`config.mk`:
```
export PLATFORM = sky130hd
export DESIGN_NAME = hex_scroller
export DESIGN_NICKNAME = d
export VERILOG_FILES = /design/src/rtl/hex_scroller_pkg.sv /design/src/rtl/seg7_decode.sv /design/src/rtl/hex_scroller.sv
export SDC_FILE = /design/constraint.sdc
export NUM_CORES = 1
export LEC_CHECK = 0
export BUFFER_PORTS_ARGS = -buffer_cell sky130_fd_sc_hd__clkbuf_2
export CAP_MARGIN = 20
export CORE_MARGIN = 3
export CORE_UTILIZATION = 55
export CTS_CLUSTER_SIZE = 40
export DETAILED_ROUTE_END_ITERATION = 16
export GPL_TIMING_DRIVEN = 0
export PLACE_DENSITY = 0.72
export SETUP_SLACK_MARGIN = 0.02
export SLEW_MARGIN = 15
export SYNTH_ARGS = -nofsm -noshare
export SYNTH_HDL_FRONTEND = slang
export SYNTH_HIERARCHICAL = 1
export SYNTH_SLANG_ARGS = --single-unit
```
`constraint.sdc`:
```
create_clock -name CLOCK_50 -period 3.44 [get_ports CLOCK_50]
set_clock_uncertainty 0.05 [all_clocks]
set_input_delay 0.86 -clock CLOCK_50 [delete_from_list [all_inputs] [get_ports CLOCK_50]]
set_output_delay 0.86 -clock CLOCK_50 [all_outputs]
set_load 0.05 [all_outputs]
```
`src/rtl/hex_scroller_pkg.sv`:
```
// Shared character codes and the active-low seven-segment table for the scrolling display.
package hex_scroller_pkg;

    localparam int unsigned CODE_W = 4;
    localparam int unsigned SEG_W  = 7;

    localparam logic [CODE_W-1:0] CH_0     = 4'd0;
    localparam logic [CODE_W-1:0] CH_1     = 4'd1;
    localparam logic [CODE_W-1:0] CH_2     = 4'd2;
    localparam logic [CODE_W-1:0] CH_3     = 4'd3;
    localparam logic [CODE_W-1:0] CH_4     = 4'd4;
    localparam logic [CODE_W-1:0] CH_5     = 4'd5;
    localparam logic [CODE_W-1:0] CH_6     = 4'd6;
    localparam logic [CODE_W-1:0] CH_7     = 4'd7;
    localparam logic [CODE_W-1:0] CH_8     = 4'd8;
    localparam logic [CODE_W-1:0] CH_9     = 4'd9;
    localparam logic [CODE_W-1:0] CH_A     = 4'd10;
    localparam logic [CODE_W-1:0] CH_B     = 4'd11;
    localparam logic [CODE_W-1:0] CH_C     = 4'd12;
    localparam logic [CODE_W-1:0] CH_D     = 4'd13;
    localparam logic [CODE_W-1:0] CH_E     = 4'd14;
    localparam logic [CODE_W-1:0] CH_BLANK = 4'd15;

    // Index 15 (blank) is leftmost; bit 0 of each entry is segment a, 0 = lit.
    localparam logic [15:0][SEG_W-1:0] SEG_TABLE = {
        7'h7F, 7'h06, 7'h21, 7'h46, 7'h03, 7'h08, 7'h10, 7'h00,
        7'h78, 7'h02, 7'h12, 7'h19, 7'h30, 7'h24, 7'h79, 7'h40
    };

endpackage

```
`src/rtl/seg7_decode.sv`:
```
// Combinational character-code to active-low segment decoder.
module seg7_decode
    import hex_scroller_pkg::*;
(
    input  logic [CODE_W-1:0] code,
    output logic [SEG_W-1:0]  seg
);

    assign seg = SEG_TABLE[code];

endmodule

```
`src/rtl/hex_scroller.sv`:
```
// Scrolls a fixed character message across a row of seven-segment digits,
// automatically from a prescaler or by a synchronised manual step button.
module hex_scroller
    import hex_scroller_pkg::*;
#(
    parameter int unsigned        CLK_HZ     = 50000000,
    parameter int unsigned        TICK_HZ    = 1,
    parameter int unsigned        NUM_DIGITS = 6,
    parameter int unsigned        MSG_LEN    = 8,
    parameter logic [4*MSG_LEN-1:0] MSG      = {CH_BLANK, CH_BLANK, CH_BLANK, CH_BLANK,
                                                CH_0, CH_1, CH_E, CH_D}
)(
    input  logic                         CLOCK_50,
    input  logic                         Resetn,
    input  logic                         run,
    input  logic                         dir,
    input  logic                         step_n,
    output logic [7*NUM_DIGITS-1:0]      HEX,
    output logic [$clog2(MSG_LEN)-1:0]   pos,
    output logic                         tick
);

    localparam int unsigned DIV   = CLK_HZ / TICK_HZ;
    localparam int unsigned CNT_W = $clog2(DIV);
    localparam int unsigned POS_W = $clog2(MSG_LEN);
    localparam int unsigned IDX_W = $clog2(MSG_LEN + NUM_DIGITS) + 1;

    logic [CNT_W-1:0]        cnt;
    logic                    cnt_wrap_c;
    logic                    step_s1;
    logic                    step_s2;
    logic                    step_prev;
    logic                    step_edge_c;
    logic                    advance_c;
    logic [POS_W-1:0]        pos_next_c;
    logic [7*NUM_DIGITS-1:0] seg_all_c;

    assign cnt_wrap_c = (cnt == CNT_W'(DIV - 1));
    assign tick       = run & cnt_wrap_c;

    // Prescaler: free-runs while run=1, holds while paused.
    always_ff @(posedge CLOCK_50 or negedge Resetn) begin
        if (!Resetn) begin
            cnt <= '0;
        end else if (run) begin
            cnt <= cnt_wrap_c ? '0 : cnt + CNT_W'(1);
        end
    end

    // Two-flop synchroniser plus one history flop for falling-edge detection.
    always_ff @(posedge CLOCK_50 or negedge Resetn) begin
        if (!Resetn) begin
            step_s1   <= 1'b1;
            step_s2   <= 1'b1;
            step_prev <= 1'b1;
        end else begin
            step_s1   <= step_n;
            step_s2   <= step_s1;
            step_prev <= step_s2;
        end
    end

    assign step_edge_c = step_prev & ~step_s2;
    assign advance_c   = tick | (step_edge_c & ~run);

    always_comb begin
        pos_next_c = pos;
        if (advance_c) begin
            if (dir) begin
                pos_next_c = (pos == '0) ? POS_W'(MSG_LEN - 1) : pos - POS_W'(1);
            end else begin
                pos_next_c = (pos == POS_W'(MSG_LEN - 1)) ? '0 : pos + POS_W'(1);
            end
        end
    end

    always_ff @(posedge CLOCK_50 or negedge Resetn) begin
        if (!Resetn) begin
            pos <= '0;
        end else begin
            pos <= pos_next_c;
        end
    end

    // Per-digit offset is reduced at elaboration so one conditional subtract wraps the index.
    for (genvar k = 0; k < NUM_DIGITS; k++) begin : g_digit
        localparam int unsigned OFF = (NUM_DIGITS - 1 - k) % MSG_LEN;

        logic [IDX_W-1:0]  sum_c;
        logic [IDX_W-1:0]  idx_c;
        logic [CODE_W-1:0] code_c;
        logic [SEG_W-1:0]  seg_c;

        assign sum_c = IDX_W'(pos) + IDX_W'(OFF);
        assign idx_c = (sum_c >= IDX_W'(MSG_LEN)) ? sum_c - IDX_W'(MSG_LEN) : sum_c;

        always_comb begin
            code_c = CH_BLANK;
            for (int i = 0; i < MSG_LEN; i++) begin
                if (idx_c == IDX_W'(i)) begin
                    code_c = MSG[4*i +: 4];
                end
            end
        end

        seg7_decode u_seg (
            .code (code_c),
            .seg  (seg_c)
        );

        assign seg_all_c[7*k +: 7] = seg_c;
    end

    always_ff @(posedge CLOCK_50 or negedge Resetn) begin
        if (!Resetn) begin
            HEX <= '1;
        end else begin
            HEX <= seg_all_c;
        end
    end

endmodule

```
==> run metrics, run 1 <==
Post-CTS Setup Bufs 0; post-route setup slack 178.5 ps; worst reg2reg startpoint pos[0]; Worst-Skew Late Latency 340 ps; worst path cell trace or3b_1 > or4_4 > nor3_1 > clkbuf_2; reg2reg path depth 9; First DRT Iteration DRCs 116; largest net degree at the start of global routing 42; leading area contributor after synthesis dfstp_2; GRT Util Overall 18.83%; Vias 3319; leading post-synthesis cells by cell area dfstp_2 (25%), dfrtp_1 (15%), ha_1 (12%); Synth cell types 50; CP Launch Type flop; Antenna diodes 0; DP Worst Slack 84.66 ps; Pre-antenna DRT Iters 4; Core Area 8258 µm²; Mapped Area 4711 µm²; Slew Limit Headroom 60.18%; CP endpoint kind primary output; setup violators final 0; EDFF count, synth 0; synthesized flop and latch total 74; Port Buffers 49; num ports 51; minimum clock period 3261 ps; r2r setup slk 240 ps; r2r endpoint HEX[3]; global-route wire length before repair 15170 µm; initial antenna violation count 0; grt total ovfl 0; part of the Yosys area used for sequential elements 40.50%; fmax 0.3066 GHz; RSZ-0062 raised after global routing no; die span in x 98.55 µm; gpl congestion 0.8406; share of layout cells above drive strength 1 32.38%; Synth Instances 425; main flop type after synthesis dfstp_2; Final period util 94.81%; antenna viol nets, final 0; CP Max Fanout 5; Area growth syn-to-layout 12.56%; Vias/cell 5.569; Post-Syn Area per Cell 11.08 µm²; hold path endpoint step_s2; share of the synthesized area in the top cell type 25.10%; Tightest Pin Transition 596.1 ps; Post-route DRC 0; status completed; hold-critical path depth 0; CTS tree done; Routed WL 8898 µm; die area 9711 µm²; syn_nets 476; Critical Path AT 2350 ps; share of flip-flops with an asynchronous set or reset 100.0%; die height 98.55 µm; slowest CP cell or4_4; CTS resizes 0; max-slew violations 0; Hold-fix buffers, CTS 0; setup TNS 0 ps; Root Driver clkbuf_8; Num CTS Buffers 9; floorplan row count 33; Fin. Hold Viols 0; number of max-cap violations 0; H-tree Lvls 3; slowest cell delay on critical path 570 ps; worst hold start step_s1; Bufs on Longest Clock Path 2; Total Nets Final 537; Clock transition at path regs 80 ps; Synth warnings 6; Sink Count 74; vias in the first global route 3311; worst hold path type reg -> reg; Crit path required time 2530 ps; initial core utilization 57.05%; detailed placement HPWL 6414 µm; wire length per cell 14.93 µm; worst setup path category reg -> out
cells in the final DEF (no fill, tap or decap), types with 8 or more instances in the layout:
cell type / count
buf_6: 14
ha_1: 46
o21ai_0: 19
mux4_2: 17
xor2_1: 9
clkbuf_1: 8
mux2i_1: 15
dfrtp_1: 29
a21oi_1: 19
nor2_1: 29
clkbuf_2: 48
nor3_1: 10
inv_1: 35
dfstp_2: 45
nand2_1: 28
clkbuf_8: 10
per-layer routing:
metal	share of wire, %	wire (µm)	GRT usage, %	vias to the layer above
met4	0.73	65	5.042	0
met3	3.6	323	5.237	7
li1	-	-	-	1635
met2	51	4553	32.45	32
met1	44	3956	23.37	1645
met5	0	0	0	-
synth_stat cells, types with 2 or more instances:
master,count
buf_2,2
and3_1,3
mux2_4,5
nor4b_1,2
a32o_1,5
nand2b_1,2
xnor2_1,7
nand4_1,7
o31ai_1,5
nand3b_1,6
or3_1,7
xor2_1,9
nor3_1,10
buf_6,14
mux4_2,17
a22o_1,5
o221ai_1,2
and4_1,2
ha_1,46
or3_2,2
or4_1,3
o22ai_1,2
nor2_1,29
nor2b_1,5
a21oi_1,20
o21ai_0,23
nor4_1,3
mux2i_1,15
nand3_1,7
clkbuf_1,5
or4_4,3
dfstp_2,45
inv_1,35
nand2_1,28
dfrtp_1,29
worst max path at each step:
stage                start      end  slack, ps  cells past startpoint
floorplan           cnt[7]     tick         70                      3
global placement    pos[0]  HEX[31]        170                      9
detailed placement  pos[0]  HEX[31]         80                      9
CTS                 pos[0]  HEX[31]         40                      9
global route        pos[0]   HEX[3]         30                      9
finish              cnt[7]     tick        180                      4
worst max-delay path: cells and delay by family (launching register included):
kind / cells / cell delay [ps]
flip-flops: 1 / 430
buffers and inverters: 1 / 330
AND/OR/NAND/NOR: 3 / 1260
registers in the layout, summed over array words and instances (netlist names):
signal,count
HEX,42
cnt,26
pos,3
step_prev,1
step_s1,1
step_s2,1
cells by family after synthesis:
logic type / count (synthesis) / synth area share [%]
XOR/XNOR: 16 / 2.975
flip-flops: 74 / 40.50
buffers and inverters: 56 / 6.746
AO/OA/AOI/OAI: 69 / 9.270
adder cells (fa/ha/maj): 46 / 12.22
multiplexers: 38 / 13.47
AND/OR/NAND/NOR: 126 / 14.82
stage by stage:
step / utilization (%) / cells / area, µm² / hold WS, ps
2_1_floorplan: - / 425 / 4711 / 295.2
3_3_place_gp: 61.61 / 579 / 5087 / 297.1
3_5_place_dp: 61.88 / 580 / 5110 / 297.3
4_1_cts: 64.17 / 596 / 5299 / 318.5
5_1_grt: 64.21 / 596 / 5303 / 322.1
6_report: 64.21 / 596 / 5303 / 310.6
cell type report:
class                      count  area, µm²
fill                         654       2955
multi-input combinational    295       2489
sequential                    74       1908
timing repair buffer          50      267.8
buffer                        21      186.4
clock buffer                  13      148.9
inverter                      35      131.4
tap                          105      131.4
clock inverter                 3      40.04
Power of run 1 is not shown: default switching activity piles up to over one toggle a cycle in this logic, so the estimate is an artifact.
==> run 2: changes to the inputs <==
- CORE_UTILIZATION: 55 -> 54
- PLACE_DENSITY: 0.72 -> 0.74
- clock period: 3.44 -> 2.9 ns (I/O delays scaled with it)
==> run 2 against run 1 <==
- die area rose by 1.7%
- critical path depth did not move
- sequential share of layout area fell by 0.86 points
- first-iteration DRC count fell by 1.7%
- count of clock-buffer cells in the layout fell by 4
- design area rose by 2.6%
- register-to-register slack got worse by 90 ps
- via count rose by 1.3%
- non-clock buffer count rose by 5
- worst hold slack got worse by 14 ps
==> run metrics, run 2 (synthesis gave the netlist of run 1 again) <==
status completed (unchanged); grt peak-use layer met2 (unchanged); die area 9880 µm² (was 9711 µm²); worst setup path category reg -> out (unchanged); commonest non-fill, non-tap cell in the layout clkbuf_2 (unchanged); fin cells 601 (was 596); post-route cell area 5439 µm² (was 5303 µm²); Worst-Skew Late Latency 350 ps (was 340 ps); wire length per cell 15.15 µm (was 14.93 µm); reg2reg path depth 9 (unchanged); fillers 656 (was 654); floorplan row count 33 (unchanged); fmax 0.3540 GHz; share of layout cells above drive strength 1 37.10% (was 32.38%); Num CTS Buffers 9 (unchanged); initial antenna violation count 0 (unchanged); biggest regs HEX: 42 flops, cnt: 26 flops, pos: 3 flops (unchanged); Hold-fix buffers, CTS 0 (unchanged); First DRT Iteration DRCs 114 (was 116); Post-DP Area 5117 µm² (was 5110 µm²); Total Nets Final 542 (was 537); grt total ovfl 0 (unchanged); GR Util met2 31.87% (was 32.45%); global-route wire length before repair 15320 µm (was 15170 µm); worst hold path type reg -> reg (unchanged); CP Max Fanout 2 (was 5); die span in x 99.40 µm (was 98.55 µm); Vias 3362 (was 3319); hold-critical path depth 0 (unchanged); Fin. Hold Viols 0 (unchanged); max reg flops 42 (unchanged); Port Buffers 49 (unchanged); largest net degree at the start of global routing 39 (was 42); Critical Path AT 2050 ps (was 2350 ps); RSZ-0062 raised after global routing yes (was no); Final period util 97.41%; Vias/cell 5.594 (was 5.569); Routed WL 9108 µm (was 8898 µm); detailed placement HPWL 6407 µm (was 6414 µm); gpl congestion 0.7844 (was 0.8406); Pre-antenna DRT Iters 4 (unchanged); minimum clock period 2825 ps; Slew Limit Headroom 55.64% (was 60.18%); Root Driver clkbuf_8 (unchanged); CTS tree done (unchanged); Bufs on Longest Clock Path 2 (unchanged); number of max-cap violations 0 (unchanged); Sink Count 74 (unchanged); vias in the first global route 3295 (was 3311); max-slew violations 0 (unchanged); antenna viol nets, final 0 (unchanged); num ports 51 (unchanged); initial core utilization 56.48% (was 57.05%); Antenna diodes 0 (unchanged); setup violators final 0 (unchanged); Tightest Pin Transition 658.5 ps (was 596.1 ps); Core Area 8341 µm² (was 8258 µm²); GRT Util Overall 19.10% (was 18.83%); commonest cells after routing, fill and taps aside clkbuf_2 (49), dfstp_2 (45), ha_1 (45) (was clkbuf_2 (48), ha_1 (46), dfstp_2 (45)); Post-route DRC 0 (unchanged); met3 usage 5.049% (was 5.237%); met1 Track Usage GR 24.39% (was 23.37%); Crit path required time 2120 ps (was 2530 ps); Area growth syn-to-layout 15.46% (was 12.56%); die height 99.40 µm (was 98.55 µm); CP endpoint kind primary output (unchanged); Clock transition at path regs 90 ps (was 80 ps); Reg with most FFs HEX (unchanged); placed cell count 580 (unchanged); H-tree Lvls 3 (unchanged); CP Launch Type flop (unchanged)
-- run 2: changes by cell type in the layout (fill, tap and decap cells not counted), sizes merged --
cell      before  now
buf           17   25
clkbuf        67   60
clkinvlp       0    3
inv           35   36
-- run 2: timing repair --
action	CTS	global route
gates resized for setup	12	10
setup buffers	3	4
endpoints found under the setup margin	20	15
pin swaps	2	2
-- run 2: worst paths after layout --
| check | from | endpoint | slack (ps) |
|---|---|---|---|
| setup / recovery | cnt[7] | tick | 80 |
| hold / removal | step_s1 | step_s2 | 300 |
| setup reg to reg | pos[0] | HEX[17] | 150 |
| hold reg to reg | step_s1 | step_s2 | 300 |
| max in group asynchronous | Resetn | HEX[6] | 1830 |
| min in group asynchronous | Resetn | cnt[2] | 320 |
-- run 2: metrics by stage --
step	utilization [%]	setup TNS [ps]	hold slack (ps)	setup WS, ps
finish	65.21	0	296.6	75.05
global route	65.21	0	296.3	14.57
CTS	64.43	0	293.2	51.78
detailed placement	61.36	-2243	298.5	-290.6
global placement	61.09	-1284	297.8	-235.6
floorplan	-	0	295.2	33.49
-- run 2: final cells by class --
cell class,count,area (µm²),area share (%)
Clock buffer,9,123.9,2.277
Tap cell,105,131.4,2.415
Clock inverter,7,78.83,1.449
Multi-Input combinational cell,295,2551,46.91
Buffer,19,181.4,3.336
Inverter,35,131.4,2.415
Sequential cell,74,1911,35.13
Timing Repair Buffer,57,330.3,6.073
-- run 2: metal layers --
metal / share of wire (%) / up-vias
li1: - / 1646
met1: 46 / 1660
met2: 49 / 44
met3: 3.4 / 12
met4: 1.4 / 0
met5: 0 / -
-- run 2: worst max-delay path, cell delays in order, from the launching register on --
cell	delay (ps)
dfrtp_1	390
or3b_1	400
or4_4	570
nor3_4	160
buf_8	170
Power of run 2 is left out for the same reason.
